<file path="src/rtl/counter_pkg.sv">
// counter_pkg: shared types and constants for the counter_ud block.
// Holds the decoded per-cycle operation type, the sat_mode encodings and
// the request decoder used by both the counter and its checker.
package counter_pkg;

   typedef enum logic [1:0] {
      OP_HOLD = 2'd0,
      OP_LOAD = 2'd1,
      OP_INC  = 2'd2,
      OP_DEC  = 2'd3
   } cnt_op_t;

   localparam logic MODE_WRAP = 1'b0;
   localparam logic MODE_SAT  = 1'b1;

   // Load dominates; inc and dec together cancel into a hold.
   function automatic cnt_op_t decode_op(input logic load,
                                         input logic inc,
                                         input logic dec);
      cnt_op_t op;
      if (load) begin
         op = OP_LOAD;
      end else if (inc && !dec) begin
         op = OP_INC;
      end else if (dec && !inc) begin
         op = OP_DEC;
      end else begin
         op = OP_HOLD;
      end
      return op;
   endfunction

endpackage

</file>
<file path="src/rtl/counter_ud_au.sv">
// counter_ud_au: passive assertion checker for counter_ud.
// Only compiled when COUNTER_UD_ASSERTS_EN is defined; it observes every
// counter port and flags X values, range violations, wrong steps, wrong
// wrap/saturate results, wrong event pulses and wrong load results.
`ifdef COUNTER_UD_ASSERTS_EN
module counter_ud_au
   import counter_pkg::*;
#(
   parameter int unsigned WIDTH   = 8,
   parameter int unsigned MAX_VAL = (32'd2 ** WIDTH) - 32'd1,
   parameter int unsigned RST_VAL = 32'd0
) (
   input logic             clk,
   input logic             rst,
   input logic             inc,
   input logic             dec,
   input logic             load,
   input logic [WIDTH-1:0] load_val,
   input logic             sat_mode,
   input logic             clr_flags,
   input logic [WIDTH-1:0] cnt,
   input logic             at_max,
   input logic             at_min,
   input logic             ovf_p,
   input logic             udf_p,
   input logic             ovf_sticky,
   input logic             udf_sticky
);

   localparam logic [WIDTH-1:0] C_MAX_W  = WIDTH'(MAX_VAL);
   localparam logic [WIDTH-1:0] C_RST_W  = WIDTH'(RST_VAL);
   localparam logic [WIDTH-1:0] C_ZERO_W = {WIDTH{1'b0}};
   localparam logic [WIDTH-1:0] C_ONE_W  = {{(WIDTH-1){1'b0}}, 1'b1};

   cnt_op_t          w_op;
   logic             w_ovf_evt;
   logic             w_udf_evt;
   logic [WIDTH-1:0] w_load_sat;

   assign w_op       = decode_op(load, inc, dec);
   assign w_ovf_evt  = (w_op == OP_INC) && (cnt == C_MAX_W);
   assign w_udf_evt  = (w_op == OP_DEC) && (cnt == C_ZERO_W);
   assign w_load_sat = (load_val > C_MAX_W) ? C_MAX_W : load_val;

   a_no_x: assert property (@(posedge clk) disable iff (rst)
      !$isunknown({cnt, at_max, at_min, ovf_p, udf_p, ovf_sticky, udf_sticky}))
      else $error("%m: X on counter outputs at %0t", $time);
   c_no_x: cover property (@(posedge clk) disable iff (rst)
      !$isunknown({cnt, ovf_sticky, udf_sticky}));

   a_range: assert property (@(posedge clk) disable iff (rst) cnt <= C_MAX_W)
      else $error("%m: cnt above MAX_VAL at %0t", $time);
   c_range: cover property (@(posedge clk) disable iff (rst) cnt == C_MAX_W);

   a_bounds: assert property (@(posedge clk) disable iff (rst)
      (at_max == (cnt == C_MAX_W)) && (at_min == (cnt == C_ZERO_W)))
      else $error("%m: at_max/at_min disagree with cnt at %0t", $time);
   c_bounds: cover property (@(posedge clk) disable iff (rst) at_min);

   a_rst_val: assert property (@(posedge clk) $fell(rst) |-> cnt == C_RST_W)
      else $error("%m: cnt not RST_VAL after reset at %0t", $time);
   c_rst_val: cover property (@(posedge clk) $fell(rst));

   a_step_up: assert property (@(posedge clk) disable iff (rst)
      (w_op == OP_INC && cnt != C_MAX_W) |=> cnt == $past(cnt) + C_ONE_W)
      else $error("%m: wrong increment at %0t", $time);
   c_step_up: cover property (@(posedge clk) disable iff (rst)
      w_op == OP_INC && cnt != C_MAX_W);

   a_step_dn: assert property (@(posedge clk) disable iff (rst)
      (w_op == OP_DEC && cnt != C_ZERO_W) |=> cnt == $past(cnt) - C_ONE_W)
      else $error("%m: wrong decrement at %0t", $time);
   c_step_dn: cover property (@(posedge clk) disable iff (rst)
      w_op == OP_DEC && cnt != C_ZERO_W);

   a_ovf_val: assert property (@(posedge clk) disable iff (rst)
      w_ovf_evt |=> cnt == (($past(sat_mode) == MODE_SAT) ? C_MAX_W : C_ZERO_W))
      else $error("%m: wrong overflow result at %0t", $time);
   c_ovf_val: cover property (@(posedge clk) disable iff (rst) w_ovf_evt);

   a_udf_val: assert property (@(posedge clk) disable iff (rst)
      w_udf_evt |=> cnt == (($past(sat_mode) == MODE_SAT) ? C_ZERO_W : C_MAX_W))
      else $error("%m: wrong underflow result at %0t", $time);
   c_udf_val: cover property (@(posedge clk) disable iff (rst) w_udf_evt);

   a_ovf_p: assert property (@(posedge clk) disable iff (rst)
      ##1 (ovf_p == $past(w_ovf_evt)) && (ovf_sticky == ($past(w_ovf_evt) ||
          ($past(ovf_sticky) && !$past(clr_flags)))))
      else $error("%m: wrong ovf_p/ovf_sticky at %0t", $time);
   c_ovf_p: cover property (@(posedge clk) disable iff (rst) ovf_p ##1 !ovf_p);

   a_udf_p: assert property (@(posedge clk) disable iff (rst)
      ##1 (udf_p == $past(w_udf_evt)) && (udf_sticky == ($past(w_udf_evt) ||
          ($past(udf_sticky) && !$past(clr_flags)))))
      else $error("%m: wrong udf_p/udf_sticky at %0t", $time);
   c_udf_p: cover property (@(posedge clk) disable iff (rst) udf_p ##1 !udf_p);

   a_load: assert property (@(posedge clk) disable iff (rst)
      load |=> cnt == $past(w_load_sat))
      else $error("%m: wrong load result at %0t", $time);
   c_load: cover property (@(posedge clk) disable iff (rst) load);

endmodule
`endif

</file>
<file path="src/rtl/counter_ud.sv">
// counter_ud: parametrised up/down counter with parallel load, runtime
// wrap/saturate mode and overflow/underflow pulse and sticky flags.
// Optional checker: define COUNTER_UD_ASSERTS_EN to bind counter_ud_au.
module counter_ud
   import counter_pkg::*;
#(
   parameter int unsigned WIDTH   = 8,
   parameter int unsigned MAX_VAL = (32'd2 ** WIDTH) - 32'd1,
   parameter int unsigned RST_VAL = 32'd0
) (
   input  logic             clk,
   input  logic             rst,
   input  logic             inc,
   input  logic             dec,
   input  logic             load,
   input  logic [WIDTH-1:0] load_val,
   input  logic             sat_mode,
   input  logic             clr_flags,
   output logic [WIDTH-1:0] cnt,
   output logic             at_max,
   output logic             at_min,
   output logic             ovf_p,
   output logic             udf_p,
   output logic             ovf_sticky,
   output logic             udf_sticky
);

   localparam logic [WIDTH-1:0] C_MAX_W = WIDTH'(MAX_VAL);
   localparam logic [WIDTH-1:0] C_RST_W = WIDTH'(RST_VAL);
   localparam logic [WIDTH:0]   C_MAX   = {1'b0, C_MAX_W};
   localparam logic [WIDTH:0]   C_ZERO  = {(WIDTH+1){1'b0}};
   localparam logic [WIDTH:0]   C_ONE   = {{WIDTH{1'b0}}, 1'b1};

   logic [WIDTH-1:0] r_cnt;
   logic             r_ovf_p;
   logic             r_udf_p;
   logic             r_ovf_sticky;
   logic             r_udf_sticky;

   cnt_op_t          w_op;
   logic [WIDTH:0]   w_cnt_ext;
   logic [WIDTH:0]   w_load_ext;
   logic [WIDTH:0]   w_nxt;
   logic             w_ovf;
   logic             w_udf;

   assign w_op       = decode_op(load, inc, dec);
   assign w_cnt_ext  = {1'b0, r_cnt};
   assign w_load_ext = {1'b0, load_val};

   // Next-count and event decode; wrap targets are 0 / MAX_VAL, not 2**WIDTH-1.
   always_comb begin
      w_nxt = w_cnt_ext;
      w_ovf = 1'b0;
      w_udf = 1'b0;
      case (w_op)
         OP_LOAD: begin
            if (w_load_ext > C_MAX) begin
               w_nxt = C_MAX;
            end else begin
               w_nxt = w_load_ext;
            end
         end
         OP_INC: begin
            if (w_cnt_ext < C_MAX) begin
               w_nxt = w_cnt_ext + C_ONE;
            end else begin
               w_ovf = 1'b1;
               w_nxt = (sat_mode == MODE_SAT) ? C_MAX : C_ZERO;
            end
         end
         OP_DEC: begin
            if (w_cnt_ext != C_ZERO) begin
               w_nxt = w_cnt_ext - C_ONE;
            end else begin
               w_udf = 1'b1;
               w_nxt = (sat_mode == MODE_WRAP) ? C_MAX : C_ZERO;
            end
         end
         default: begin
            w_nxt = w_cnt_ext;
         end
      endcase
   end

   // Count register and event flags; a new event beats a same-cycle clear.
   always_ff @(posedge clk or posedge rst) begin
      if (rst) begin
         r_cnt        <= C_RST_W;
         r_ovf_p      <= 1'b0;
         r_udf_p      <= 1'b0;
         r_ovf_sticky <= 1'b0;
         r_udf_sticky <= 1'b0;
      end else begin
         // Final clamp keeps cnt in range even if the decode were ever wrong.
         r_cnt        <= (w_nxt > C_MAX) ? C_MAX_W : w_nxt[WIDTH-1:0];
         r_ovf_p      <= w_ovf;
         r_udf_p      <= w_udf;
         r_ovf_sticky <= w_ovf | (r_ovf_sticky & ~clr_flags);
         r_udf_sticky <= w_udf | (r_udf_sticky & ~clr_flags);
      end
   end

   assign cnt        = r_cnt;
   assign at_max     = (r_cnt == C_MAX_W);
   assign at_min     = (r_cnt == {WIDTH{1'b0}});
   assign ovf_p      = r_ovf_p;
   assign udf_p      = r_udf_p;
   assign ovf_sticky = r_ovf_sticky;
   assign udf_sticky = r_udf_sticky;

`ifdef COUNTER_UD_ASSERTS_EN
   counter_ud_au #(
      .WIDTH   (WIDTH),
      .MAX_VAL (MAX_VAL),
      .RST_VAL (RST_VAL)
   ) u_au (
      .clk        (clk),
      .rst        (rst),
      .inc        (inc),
      .dec        (dec),
      .load       (load),
      .load_val   (load_val),
      .sat_mode   (sat_mode),
      .clr_flags  (clr_flags),
      .cnt        (r_cnt),
      .at_max     (at_max),
      .at_min     (at_min),
      .ovf_p      (r_ovf_p),
      .udf_p      (r_udf_p),
      .ovf_sticky (r_ovf_sticky),
      .udf_sticky (r_udf_sticky)
   );
`else
   // Checker not built; the counter behaves identically.
`endif

endmodule

</file>
<file path="config.mk">
export PLATFORM = sky130hd
export DESIGN_NAME = counter_ud
export DESIGN_NICKNAME = d
export VERILOG_FILES = /design/src/rtl/counter_pkg.sv /design/src/rtl/counter_ud_au.sv /design/src/rtl/counter_ud.sv
export SDC_FILE = /design/constraint.sdc
export NUM_CORES = 1
export LEC_CHECK = 0
export CAP_MARGIN = 30
export CORE_MARGIN = 2
export CORE_UTILIZATION = 44
export CTS_CLUSTER_DIAMETER = 50
export CTS_CLUSTER_SIZE = 12
export DETAILED_ROUTE_END_ITERATION = 16
export GPL_TIMING_DRIVEN = 0
export PLACE_DENSITY = 0.83
export SLEW_MARGIN = 5
export SYNTH_ARGS = -nofsm -noshare
export SYNTH_HDL_FRONTEND = slang
export SYNTH_HIERARCHICAL = 1
export SYNTH_SLANG_ARGS = --single-unit
</file>
<file path="constraint.sdc">
create_clock -name clk -period 1.9 [get_ports clk]
set_clock_uncertainty 0.15 [all_clocks]
set_input_delay 0.19 -clock clk [delete_from_list [all_inputs] [get_ports clk]]
set_output_delay 0.19 -clock clk [all_outputs]
set_load 0.05 [all_outputs]
</file>
==> Flow_metrics.wiki <==
{| class="wikitable"
! Metric !! Value
|-
| Hold_buf cts || 0
|-
| Largest buffer count on any clock path || 2
|-
| Path category of the worst min-delay check || input pin to async pin
|-
| Setup ws final || -0.0428 ns
|-
| Std-Cell Rows || 18
|-
| Total die area || 3010 sq um
|-
| Number of diodes added for antenna fixing || 0
|-
| Cell chosen for the clock root || sky130_fd_sc_hd__clkbuf_4
|-
| Main area contributors after synthesis || sky130_fd_sc_hd__dfrtp_1 26%, sky130_fd_sc_hd__a21oi_1 4.8%, sky130_fd_sc_hd__ha_1 4.4%
|-
| Syn_nets || 154
|-
| Most area-hungry cell type in the Yosys netlist || sky130_fd_sc_hd__dfrtp_1
|-
| Critical Path End Type || primary output
|-
| Final critical-path share of the clock period || 1.02
|-
| Initial standard-cell utilization of the core || 0.464
|-
| Global-route wire length before repair || 6.51 mm
|-
| Average instance area after synthesis || 8.43 sq um
|-
| Area inside the core boundary || 2450 sq um
|-
| Total area of sequential cells || 310 sq um
|-
| Least-Margin Pin Slew || 0.500 ns
|-
| Die span in y || 54.9 um
|-
| Syn Inst Count || 135
|-
| DRT Wirelength || 4.17 mm
|-
| Number of flops mapped to enable cells by yosys || 0
|-
| Largest driver fanout on the critical path || 4
|-
| Critical path data required time || 1.56 ns
|-
| Overall power after layout || 1.28 mW
|-
| Number of levels in the clock H-tree || 1
|-
| Clock period minus worst slack || 1.94 ns
|-
| Area occupied by multi-input gates || 823 sq um
|-
| Top-Level Pins || 29
|-
| Fillers || 171
|-
| DR vias/cell || 6.41
|-
| DRC violation total after the first TritonRoute iteration || 63
|-
| CTS tree || built
|-
| Final instance area || 1810 sq um
|-
| Average wire length per cell after detail routing || 19.5 um
|-
| Count of vias placed by the detailed router || 1371
|-
| Seq/Total Area, Yosys || 0.264
|-
| Synthesis-to-finish area growth || 58.9%
|-
| Synth cell types || 53
|-
| Via count of the first global-routing pass || 1359
|-
| Hold Violations, Final || 0
|-
| Share of the synthesized area in the top cell type || 0.264
|-
| Post-layout nets || 204
|-
| Max-Slew Margin vs Limit || 0.665
|-
| Total of buffers placed on input and output ports || 27
|-
| Minimum setup slack after placement || -0.659 ns
|-
| Cell Area, Placed || 1500 sq um
|-
| Count of nets left with antenna violations after detail routing || 0
|-
| Count of yosys warnings during synthesis || 6
|-
| Xor/xnor share of the synthesized area || 0.0154
|-
| Clk pin slew, worst setup/hold paths || 0.08 ns
|-
| Multiplexer share of the synthesized area || 0.0363
|-
| Clock net sink count || 12
|-
| Final weighted congestion in routability-driven placement || 0.940
|-
| Data arrival, critical path || 1.60 ns
|-
| Setup slack of the most critical reg-to-reg path || -0.03 ns
|-
| IR Drop Worst-Case VDD || 0.582 mV
|-
| Maximum clock frequency || 0.515 GHz
|-
| Number of pins exceeding their max-slew limit in the final report || 0
|-
| Mapped cell area || 1140 sq um
|-
| Basic-gate share of the synthesized area counting and, or, nand and nor cells || 0.222
|-
| Leakage power || 0.758 nW
|-
| Final setup violation count || 3
|-
| Final core utilization || 0.737
|-
| Maximum number of pins on one net before global-route repair || 13
|-
| Number of DRC violations after detailed routing || 0
|-
| Global-route total usage across every layer || 0.320
|-
| Die X || 54.9 um
|-
| Violations in the final reports || setup timing
|-
| Total clock buffers created by CTS || 3
|-
| Top cells by count, synth || 12 x sky130_fd_sc_hd__dfrtp_1, 11 x sky130_fd_sc_hd__a21oi_1, 11 x sky130_fd_sc_hd__inv_1, 11 x sky130_fd_sc_hd__nand2_1, 9 x sky130_fd_sc_hd__nor2_1
|-
| Leading register cell type out of synthesis || sky130_fd_sc_hd__dfrtp_1
|-
| Run status || finished, violations left
|-
| Ratio of total power to cell area || 709 nW/um^2
|-
| Detailed Routing Iterations Pass 1 || 4
|-
| Flip-flop and latch count after synthesis || 12
|-
| Total Neg Setup Slack || -0.0875 ns
|-
| FFs w/ async S/R, synth || 1.00
|-
| Maximum Capacitance Violations || 0
|-
| Post-DP HPWL || 2.41 mm
|-
| Fraction of layout cells with a size suffix above 1 || 0.429
|-
| Dominant combinational cell family by area after synthesis || compound AO/OA/AOI/OAI gates
|-
| Adder-cell share of the synthesized area || 0.0440
|-
| Worst setup SP type || flip-flop
|-
| Worst Setup Path Type || flip-flop to primary output
|-
| Number of antenna violations at the first check in global routing || 0
|-
| Top-count cell post-synth || sky130_fd_sc_hd__dfrtp_1
|-
| Setup repair after global routing missed its margin || true
|-
| Worst skew pair latency || 0.29 ns
|-
| Global route total overflow || 0
|-
| Fraction of the mapped netlist area in compound gates || 0.288
|}
-- state kept, by name, indices dropped and copies added, names as in the netlist --
| name | flops |
|---|---|
| cnt | 8 |
| ovf_p | 1 |
| ovf_sticky | 1 |
| udf_p | 1 |
| udf_sticky | 1 |
-- layer usage --
metal,track usage,wire length (um),up-vias,share of wire
met3,0.0683,380,19,0.091
met2,0.552,2090,87,0.50
met5,0,0,-,0
met1,0.350,1510,661,0.36
li1,-,-,604,-
met4,0.208,198,0,0.047
-- layout make-up --
class,count,area share
Timing Repair Buffer,46,0.240
Multi-Input combinational cell,100,0.455
Sequential cell,12,0.172
Clock buffer,4,0.0201
Buffer,11,0.0664
Inverter,11,0.0263
Tap cell,30,0.0207
-- logic make-up (layout without fill, tap and decap cells) --
family	count (synthesis)	in the layout
flops	12	12
fa+ha+maj	4	4
compound gates	45	45
simple gates	45	45
buf+inv	23	72
xor+xnor	2	2
mux	4	4
-- through the flow --
stage,cells,hold slack (ns)
finish,214,0.0768
global route,214,0.111
CTS,210,0.0880
detailed placement,192,0.375
global placement,192,0.364
floorplan,135,-0.0958
-- worst paths after layout --
check | from | cells after the start | endpoint
setup reg to reg | cnt[5]$_DFF_PP0_ | 6 | cnt[1]$_DFF_PP0_
setup / recovery | cnt[0]$_DFF_PP0_ | 7 | at_min
max in group asynchronous | rst | 2 | cnt[3]$_DFF_PP0_
min in group clk | sat_mode | 4 | cnt[1]$_DFF_PP0_
hold / removal | rst | 2 | udf_p$_DFF_PP0_
hold reg to reg | udf_sticky$_DFF_PP0_ | 2 | udf_sticky$_DFF_PP0_
-- cells in the final DEF, fill, tap and decap left out, drive strengths merged, types with 2 or more instances in the layout --
cell type      count
buf               28
clkdlybuf4s50     21
a21oi             12
dfrtp             12
nand2             11
inv               10
nor2               9
nand3              8
clkbuf             8
dlygate4sd2        4
a211oi             4
ha                 4
a31oi              3
or3                3
a22oi              3
mux2i              3
o22ai              3
o21ai              3
a31o               3
nor4               3
o211ai             2
xnor2              2
o311ai             2
and4               2
nor3b              2
a211o              2
-- worst max-delay path, stage by stage (launching register included) --
cell	delay, ns
sky130_fd_sc_hd__dfrtp_2	0.45
sky130_fd_sc_hd__inv_4	0.08
sky130_fd_sc_hd__ha_4	0.14
sky130_fd_sc_hd__nor3b_4	0.22
sky130_fd_sc_hd__buf_6	0.14
sky130_fd_sc_hd__nand2_4	0.06
sky130_fd_sc_hd__clkinvlp_4	0.09
sky130_fd_sc_hd__buf_8	0.14
-- timing repair --
item,in CTS,in global routing
endpoints found under the setup margin,11,10
endpoints found under the hold margin,0,0
pin swaps,10,9
resized for setup,34,19
buffers inserted,15,4
-- where the power goes --
group	internal (mW)	leakage, nW	switching (mW)
combinational	0.334	0.591	0.414
sequential	0.286	0.145	0.0303
clock	0.117	0.0210	0.101
Power figures use the tool's default switching activity.
